File: config.mk
export PLATFORM = sky130hd
export DESIGN_NAME = inst_mem_arbiter
export DESIGN_NICKNAME = d
export VERILOG_FILES = /design/src/rtl/inst_mem_arbiter.sv
export SDC_FILE = /design/constraint.sdc
export NUM_CORES = 1
export LEC_CHECK = 0
export CORE_AREA = 3 3 91 93
export CTS_BUF_LIST = sky130_fd_sc_hd__clkbuf_16
export DETAILED_ROUTE_END_ITERATION = 10
export DIE_AREA = 0 0 94 96
export PLACE_DENSITY_LB_ADDON = 0.25
export SLEW_MARGIN = 10
export SYNTH_ARGS = -nofsm -noshare
export SYNTH_HDL_FRONTEND = slang
export SYNTH_SLANG_ARGS = --single-unit
File: constraint.sdc
create_clock -name clk -period 5.24 [get_ports clk]
set_input_delay 0.524 -clock clk [delete_from_list [all_inputs] [get_ports clk]]
set_output_delay 0.524 -clock clk [all_outputs]
set_load 0.05 [all_outputs]
File: src/rtl/inst_mem_arbiter.sv
// Two-port arbiter in front of the instruction ROM read port. Fetch (port 0) has fixed
// priority. A starvation counter forces a debug (port 1) win after MaxWait losses.
module inst_mem_arbiter #(
  parameter int InstMemNum     = 512,
  parameter int InstMemNumLog2 = 9,
  parameter int MaxWait        = 4
) (
  input  logic        clk,
  input  logic        rst,
  input  logic        req0,
  input  logic [31:0] addr0,
  output logic        gnt0,
  output logic        rvalid0,
  output logic [31:0] rdata0,
  output logic        err0,
  input  logic        req1,
  input  logic [31:0] addr1,
  output logic        gnt1,
  output logic        rvalid1,
  output logic [31:0] rdata1,
  output logic        err1,
  output logic        mem_ce,
  output logic [31:0] mem_addr,
  input  logic [31:0] mem_inst,
  output logic [3:0]  starve_cnt_o
);

  localparam int unsigned    WORDS_I   = InstMemNum;
  localparam int unsigned    MAXWAIT_I = MaxWait;
  localparam logic [3:0]     MAX_WAIT  = MAXWAIT_I[3:0];
  localparam logic [InstMemNumLog2:0] WORDS = WORDS_I[InstMemNumLog2:0];

  logic [3:0]  starve_cnt_q, starve_cnt_d;
  logic        rvalid0_q, rvalid1_q, err0_q, err1_q;
  logic [31:0] rdata0_q, rdata1_q;

  logic        force_dbg;
  logic        win0, win1;
  logic [31:0] win_addr;
  logic        win_legal;
  logic        illegal;

  // Fetch wins by default; a debug request that has lost MaxWait times in a row wins outright.
  always_comb begin
    force_dbg = req1 && (starve_cnt_q >= MAX_WAIT);
    win0      = 1'b0;
    win1      = 1'b0;
    if (rst) begin
      if (force_dbg)  win1 = 1'b1;
      else if (req0)  win0 = 1'b1;
      else if (req1)  win1 = 1'b1;
    end
  end

  assign win_addr = win1 ? addr1 : addr0;

  // Word index must fall inside the ROM and the byte address must be word aligned.
  assign win_legal = (win_addr[1:0] == 2'b00) &&
                     (win_addr[31:InstMemNumLog2+2] == '0) &&
                     ({1'b0, win_addr[InstMemNumLog2+1:2]} < WORDS);
  assign illegal   = !win_legal;

  assign gnt0     = win0;
  assign gnt1     = win1;
  assign mem_ce   = (win0 || win1) && win_legal;
  assign mem_addr = mem_ce ? win_addr : 32'h0;

  always_comb begin
    starve_cnt_d = 4'd0;
    if (req1 && !win1)
      starve_cnt_d = (starve_cnt_q == 4'hF) ? 4'hF : starve_cnt_q + 4'd1;
  end

  always_ff @(posedge clk) begin
    if (!rst) begin
      starve_cnt_q <= 4'd0;
      rvalid0_q    <= 1'b0;
      rvalid1_q    <= 1'b0;
      err0_q       <= 1'b0;
      err1_q       <= 1'b0;
      rdata0_q     <= 32'h0;
      rdata1_q     <= 32'h0;
    end else begin
      starve_cnt_q <= starve_cnt_d;
      rvalid0_q    <= win0;
      rvalid1_q    <= win1;
      err0_q       <= win0 && illegal;
      err1_q       <= win1 && illegal;
      // Read data only updates for the port that won; the loser keeps its last word.
      if (win0) rdata0_q <= illegal ? 32'h0 : mem_inst;
      if (win1) rdata1_q <= illegal ? 32'h0 : mem_inst;
    end
  end

  assign rvalid0      = rvalid0_q;
  assign rvalid1      = rvalid1_q;
  assign err0         = err0_q;
  assign err1         = err1_q;
  assign rdata0       = rdata0_q;
  assign rdata1       = rdata1_q;
  assign starve_cnt_o = starve_cnt_q;

endmodule
==> results.json, run 1 <==
{
  "switching_share_pct": 23.66,
  "hp-class": "flip-flop to flip-flop",
  "drtIter0Drc": 110,
  "use_met3_pct": 7.349,
  "drcViolationCount": 0,
  "post_cts_buffers": 0,
  "grt_pass1_vias": 2650,
  "fin_crit_sh_pct": 74.14,
  "ir_drop_v": 0.0002023,
  "dr.pass1.iters": 4,
  "leakage_nw": 1.848,
  "die_w_um": 94,
  "cts.sinks": 72,
  "crit_cells": 7,
  "max_cap_violations": 0,
  "cp_max_fo": 14,
  "seq_area_frac_synth_pct": 53.56,
  "utilization_pct": 63.31,
  "antenna_found_initial": 0,
  "rsz0062_at_grt": "no",
  "hold_violations": 0,
  "hpwlAfterDp_mm": 6.578,
  "syn_inst": 246,
  "numCtsBuffers": 9,
  "viasPerCell": 4.895,
  "cp.arrival_ns": 3.36,
  "syn_to_final_growth_pct": 78.94,
  "tightest_slew_ns": 1.075,
  "die-area_mm2": 0.009024,
  "crit_family": "buffers and inverters",
  "finalWorstSetupSlack_ns": 1.355,
  "grt_max_degree": 33,
  "ant_nets": 0,
  "status": "finished, final reports clean",
  "initial_core_util_pct": 35.38,
  "core.rowCount": 32,
  "cp.buffers_inverters": 3,
  "p_switching_mw": 0.3081,
  "total_power_mw": 1.302,
  "max_freq_mhz": 257.4,
  "cts_resized": 0,
  "tns_ns": 0,
  "io_buffers": 183,
  "cpPeakStageDelay_ns": 0.84,
  "combPwrFrac_pct": 12.3,
  "fin_skew_ns": 0.007523,
  "n_antenna_cell": 0,
  "vias": 2619,
  "reg2reg_depth": 6,
  "fp.coreArea_mm2": 0.007607,
  "drive_gt1_share_pct": 5.774,
  "p_clk_share_pct": 45.4,
  "start_kind": "input pin",
  "yosysWarnings": 0,
  "grt_usage_pct": 18.71,
  "wirelength_mm": 8.863,
  "p_int_mw": 0.9942,
  "busiest_layer": "met2",
  "ctsHoldBuffers": 0,
  "gp_congestion": 0.7684,
  "hold_depth": 1,
  "path_class": "input pin to primary output",
  "synth_area_mm2": 0.002691,
  "final_nets": 529,
  "use_met1_pct": 20.24,
  "crit_path_top_delay_cell": "clkdlybuf4s50_1",
  "syn-mean-instance-area_um2": 10.94,
  "synth_cell_types": 26,
  "critPathCaptureType": "primary output",
  "power.density_mw_per_mm2": 270.4,
  "wl_per_cell_um": 16.57,
  "fin_crit_ns": 3.885,
  "cp_common_cell": "clkdlybuf4s50_1",
  "clkTransAtPathRegs_ns": 0.05,
  "grt-ovfl-total": 0,
  "met2_usage_pct": 34.48,
  "cts_tree": "built",
  "ioPinCount": 207,
  "insertion_delay_ns": 0.32,
  "htree_levels": 3,
  "slew_viol_final": 0,
  "clock_tree.buffer_depth": 2,
  "relSlewSlack_pct": 27.61,
  "ys_ff_latch": 72,
  "seqPwrFrac_pct": 42.3,
  "worstPathCellList": "clkdlybuf4s50_1 -> or3b_1 -> nand2_2 -> inv_2 -> or3_4 -> a21oi_1 -> clkdlybuf4s50_1",
  "setup_violations": 0,
  "place_ws_ns": 1.366,
  "cp.required_ns": 4.72,
  "grt_pass1_wl_mm": 13.19,
  "cts-root-buf": "clkbuf_16",
  "die_y_um": 96
}
==> synth_stat cells <==
cell,number,area share (%)
nor4_1,10,2.3
clkbuf_1,11,1.5
and3_1,12,2.8
or3b_1,1,0.33
buf_4,23,6.4
dfxtp_1,72,54
nor2_1,16,2.2
or3_4,1,0.42
a21oi_1,1,0.19
conb_1,1,0.14
buf_2,1,0.19
nand4_1,3,0.70
inv_1,3,0.42
and2_1,1,0.23
buf_6,3,1.3
inv_2,1,0.14
or3_1,1,0.23
ha_1,1,0.46
o21ai_0,2,0.37
a21boi_4,1,0.70
nand2_2,1,0.23
nor3_1,3,0.56
a21boi_1,2,0.56
nand2_1,2,0.28
a32oi_1,9,2.9
a22o_1,64,21
==> cells in the final DEF, fill, tap and decap left out <==
master and instances:
nand2_1 2, or3_4 1, a21boi_2 2, inv_2 1
bufinv_16 1, buf_4 3, and3_1 12, clkbuf_16 9
nor4_1 10, ha_1 1, nor3_2 1, nor3_1 2
or3_1 1, conb_1 24, a22o_1 64, nand2_2 1
clkinvlp_4 2, a21boi_4 1, o21ai_0 2, nand4_1 3
inv_1 4, inv_6 1, or3b_1 1, clkdlybuf4s50_1 183
clkinv_2 1, a32oi_1 9, and2_1 1, nor2_1 16
a21oi_1 1, dfxtp_1 72, clkinv_4 1
==> through the flow <==
stage                     cells  hold slack [ns]  instance area [um^2]
final                       535           0.4503                  4816
after detailed placement    519           0.4420                  4519
after floorplan             269           0.6468                  2778
after global routing        535           0.4681                  4816
after global placement      519           0.4355                  4519
after CTS                   535           0.4543                  4816
==> final timing paths <==
path                                                 start                          to  slack (ns)
worst max-delay path                                  req0                      mem_ce        1.36
worst min-delay path            starve_cnt_o[0]$_SDFF_PN0_  starve_cnt_o[0]$_SDFF_PN0_        0.45
worst max register to register  starve_cnt_o[3]$_SDFF_PN0_      rdata0[9]$_SDFFE_PN0P_        2.54
worst min register to register  starve_cnt_o[0]$_SDFF_PN0_  starve_cnt_o[0]$_SDFF_PN0_        0.45
==> cell families (layout without fill, tap and decap cells) <==
family	count (synthesis)	count (layout)	synth area share, %
buffers and inverters	42	206	9.949
flip-flops	72	72	53.56
adder cells (fa/ha/maj)	1	1	0.4648
other	1	24	0.1393
AND/OR/NAND/NOR	51	51	10.32
AO/OA/AOI/OAI	79	79	25.57
==> power groups by stage <==
stage          clock [mW]  combinational (mW)  sequential [mW]
3_3_place_gp            0               0.159            0.563
5_1_grt             0.631               0.169            0.551
6_report            0.591               0.160            0.551
4_1_cts             0.607               0.161            0.551
3_5_place_dp            0               0.160            0.563
2_1_floorplan           0              0.0721            0.571
==> sequential cells by signal (all words and copies together) (netlist names) <==
name / cells
rvalid1: 1
rvalid0: 1
rdata1: 32
rdata0: 32
err0: 1
starve_cnt_o: 4
err1: 1
==> metal layers <==
layer | part of all wire, % | up-vias
met5 | 0 | -
met4 | 0.65 | 0
met3 | 10 | 6
met2 | 51 | 135
met1 | 38 | 1227
li1 | - | 1251
==> area by class of cell <==
class                   count  area [um^2]
repair buffers            186         1854
multi-input cells         155         1081
clock inverters             7        71.32
flip-flops and latches     72         1441
inverters                   4        15.01
clock buffers               9        225.2
fillers                   634         2791
well taps                 102        127.6
Note: power is estimated with default switching activity, not from simulation.
==> run 2, diff against run 1 <==
--- a/config.mk
+++ b/config.mk
@@ -5,10 +5,10 @@
 export SDC_FILE = /design/constraint.sdc
 export NUM_CORES = 1
 export LEC_CHECK = 0
-export CORE_AREA = 3 3 91 93
+export CORE_AREA = 3 3 99 101
 export CTS_BUF_LIST = sky130_fd_sc_hd__clkbuf_16
 export DETAILED_ROUTE_END_ITERATION = 10
-export DIE_AREA = 0 0 94 96
+export DIE_AREA = 0 0 102 104
 export PLACE_DENSITY_LB_ADDON = 0.25
 export SLEW_MARGIN = 10
 export SYNTH_ARGS = -nofsm -noshare
==> constraint.sdc (replaced) <==
create_clock -name clk -period 3.25 [get_ports clk]
set_input_delay 0.325 -clock clk [delete_from_list [all_inputs] [get_ports clk]]
set_output_delay 0.325 -clock clk [all_outputs]
set_load 0.05 [all_outputs]
==> run 2 against run 1 <==
Final cell count rose by 1.9%. Routed wire length is 0.73% lower. Register-to-register slack worse by 1.6 ns. Combinational power rose by 64%. Critical endpoint unchanged. Largest cell class unchanged.
==> results.json, run 2 (synthesis results as in run 1) <==
{
  "clkTransAtPathRegs_ns": 0.06,
  "insertion_delay_ns": 0.32,
  "clock_tree.buffer_depth": 2,
  "grt_pass1_vias": 2536,
  "ant_nets": 0,
  "cts_resized": 0,
  "final_nets": 530,
  "cts.sinks": 72,
  "total_power_mw": 2.040,
  "grt_max_degree": 33,
  "power.density_mw_per_mm2": 421.6,
  "reg2reg_slack_ns": 0.91,
  "reg2reg_depth": 7,
  "critPathCaptureType": "primary output",
  "fin_crit_sh_pct": 90.24,
  "slew_viol_final": 0,
  "numCtsBuffers": 9,
  "wirelength_mm": 8.798,
  "relSlewSlack_pct": 36.14,
  "tns_ns": 0,
  "initial_core_util_pct": 29.55,
  "core.rowCount": 35,
  "leakage_nw": 1.879,
  "max_cap_violations": 0,
  "drtIter0Drc": 48,
  "mostFrequentLayoutCells": "clkdlybuf4s50_1, dfxtp_1, a22o_1",
  "worstSetupEndpoint": "mem_ce",
  "syn_to_final_growth_pct": 79.73,
  "io_buffers": 183,
  "status": "finished, final reports clean",
  "setup_violations": 0,
  "die_w_um": 102,
  "n_antenna_cell": 0,
  "ctsHoldBuffers": 0,
  "hp-class": "flip-flop to flip-flop",
  "cts_tree": "built",
  "max_freq_mhz": 341.0,
  "fin_skew_ns": 0.007019,
  "cp_max_fo": 14,
  "regToRegEndpoint": "rdata0[3]$_SDFFE_PN0P_",
  "gp_congestion": 0.7619,
  "antenna_found_initial": 0,
  "die_y_um": 104,
  "path_class": "input pin to primary output",
  "hpwlAfterDp_mm": 6.642,
  "grt_usage_pct": 15.92,
  "viasPerCell": 4.736,
  "cp.required_ns": 2.92,
  "grt_pass1_wl_mm": 13.21,
  "post_cts_buffers": 0,
  "vias": 2581,
  "fin_crit_ns": 2.933,
  "fp.coreArea_mm2": 0.009109,
  "r2r_start": "starve_cnt_o[3]$_SDFF_PN0_",
  "grt-ovfl-total": 0,
  "die-area_mm2": 0.01061,
  "final_common_cell": "clkdlybuf4s50_1",
  "cts-root-buf": "clkbuf_16",
  "cp.arrival_ns": 2.61,
  "htree_levels": 3,
  "hold_violations": 0,
  "wl_per_cell_um": 16.14,
  "tightest_slew_ns": 0.9479,
  "start_kind": "input pin",
  "utilization_pct": 53.10,
  "ir_drop_v": 0.0002262,
  "drcViolationCount": 0,
  "rsz0062_at_grt": "no",
  "ioPinCount": 207,
  "critPathLaunch": "req0",
  "dr.pass1.iters": 4,
  "drive_gt1_share_pct": 8.295
}
==> run 2: routing by layer <==
layer | part of all wire [%] | vias up | track usage (%)
met5 | 0 | - | 0
met2 | 51 | 132 | 28.69
met3 | 11 | 8 | 5.835
li1 | - | 1256 | -
met1 | 38 | 1185 | 17.05
met4 | 1.0 | 0 | 4.592
==> run 2: power by group <==
| part | total [mW] | internal [mW] | switching [mW] |
|---|---|---|---|
| Clock | 0.889 | 0.514 | 0.374 |
| Sequential | 0.888 | 0.886 | 0.00140 |
| Combinational | 0.263 | 0.127 | 0.136 |
| Total | 2.04 | 1.53 | 0.512 |
==> run 2: cell type report <==
class,instances,area (um^2)
fillers,808,4272
clock inverters,7,46.29
multi-input cells,155,1096
repair buffers,187,1874
well taps,111,138.9
inverters,4,15.01
flip-flops and latches,72,1441
clock buffers,9,225.2
==> run 2: how the worst min path moves through the flow <==
stage | start | to | slack [ns] | cells after the start
after floorplan | mem_inst[0] | rdata0[0]$_SDFFE_PN0P_ | 0.45 | 1
after global placement | starve_cnt_o[0]$_SDFF_PN0_ | starve_cnt_o[0]$_SDFF_PN0_ | 0.43 | 1
after detailed placement | starve_cnt_o[0]$_SDFF_PN0_ | starve_cnt_o[0]$_SDFF_PN0_ | 0.45 | 1
after CTS | starve_cnt_o[0]$_SDFF_PN0_ | starve_cnt_o[0]$_SDFF_PN0_ | 0.46 | 1
after global routing | starve_cnt_o[0]$_SDFF_PN0_ | starve_cnt_o[0]$_SDFF_PN0_ | 0.49 | 1
final | starve_cnt_o[0]$_SDFF_PN0_ | starve_cnt_o[0]$_SDFF_PN0_ | 0.45 | 1
==> run 2: critical path: stages <==
cell             delay, ns
clkdlybuf4s50_1       0.58
or3b_1                0.54
nand2_2               0.28
inv_2                 0.06
or3_4                 0.39
a21oi_1               0.24
buf_12                0.18
==> run 2: through the flow <==
| step | setup slack [ns] | std cells | hold WS, ns | cell area, um^2 |
|---|---|---|---|---|
| final | 0.3171 | 545 | 0.4545 | 4837 |
| after global routing | 0.2003 | 545 | 0.4852 | 4837 |
| after CTS | 0.3220 | 545 | 0.4617 | 4837 |
| after detailed placement | 0.3051 | 529 | 0.4478 | 4566 |
| after global placement | 0.3673 | 529 | 0.4296 | 4566 |
| after floorplan | 0.5752 | 269 | 0.4507 | 2778 |
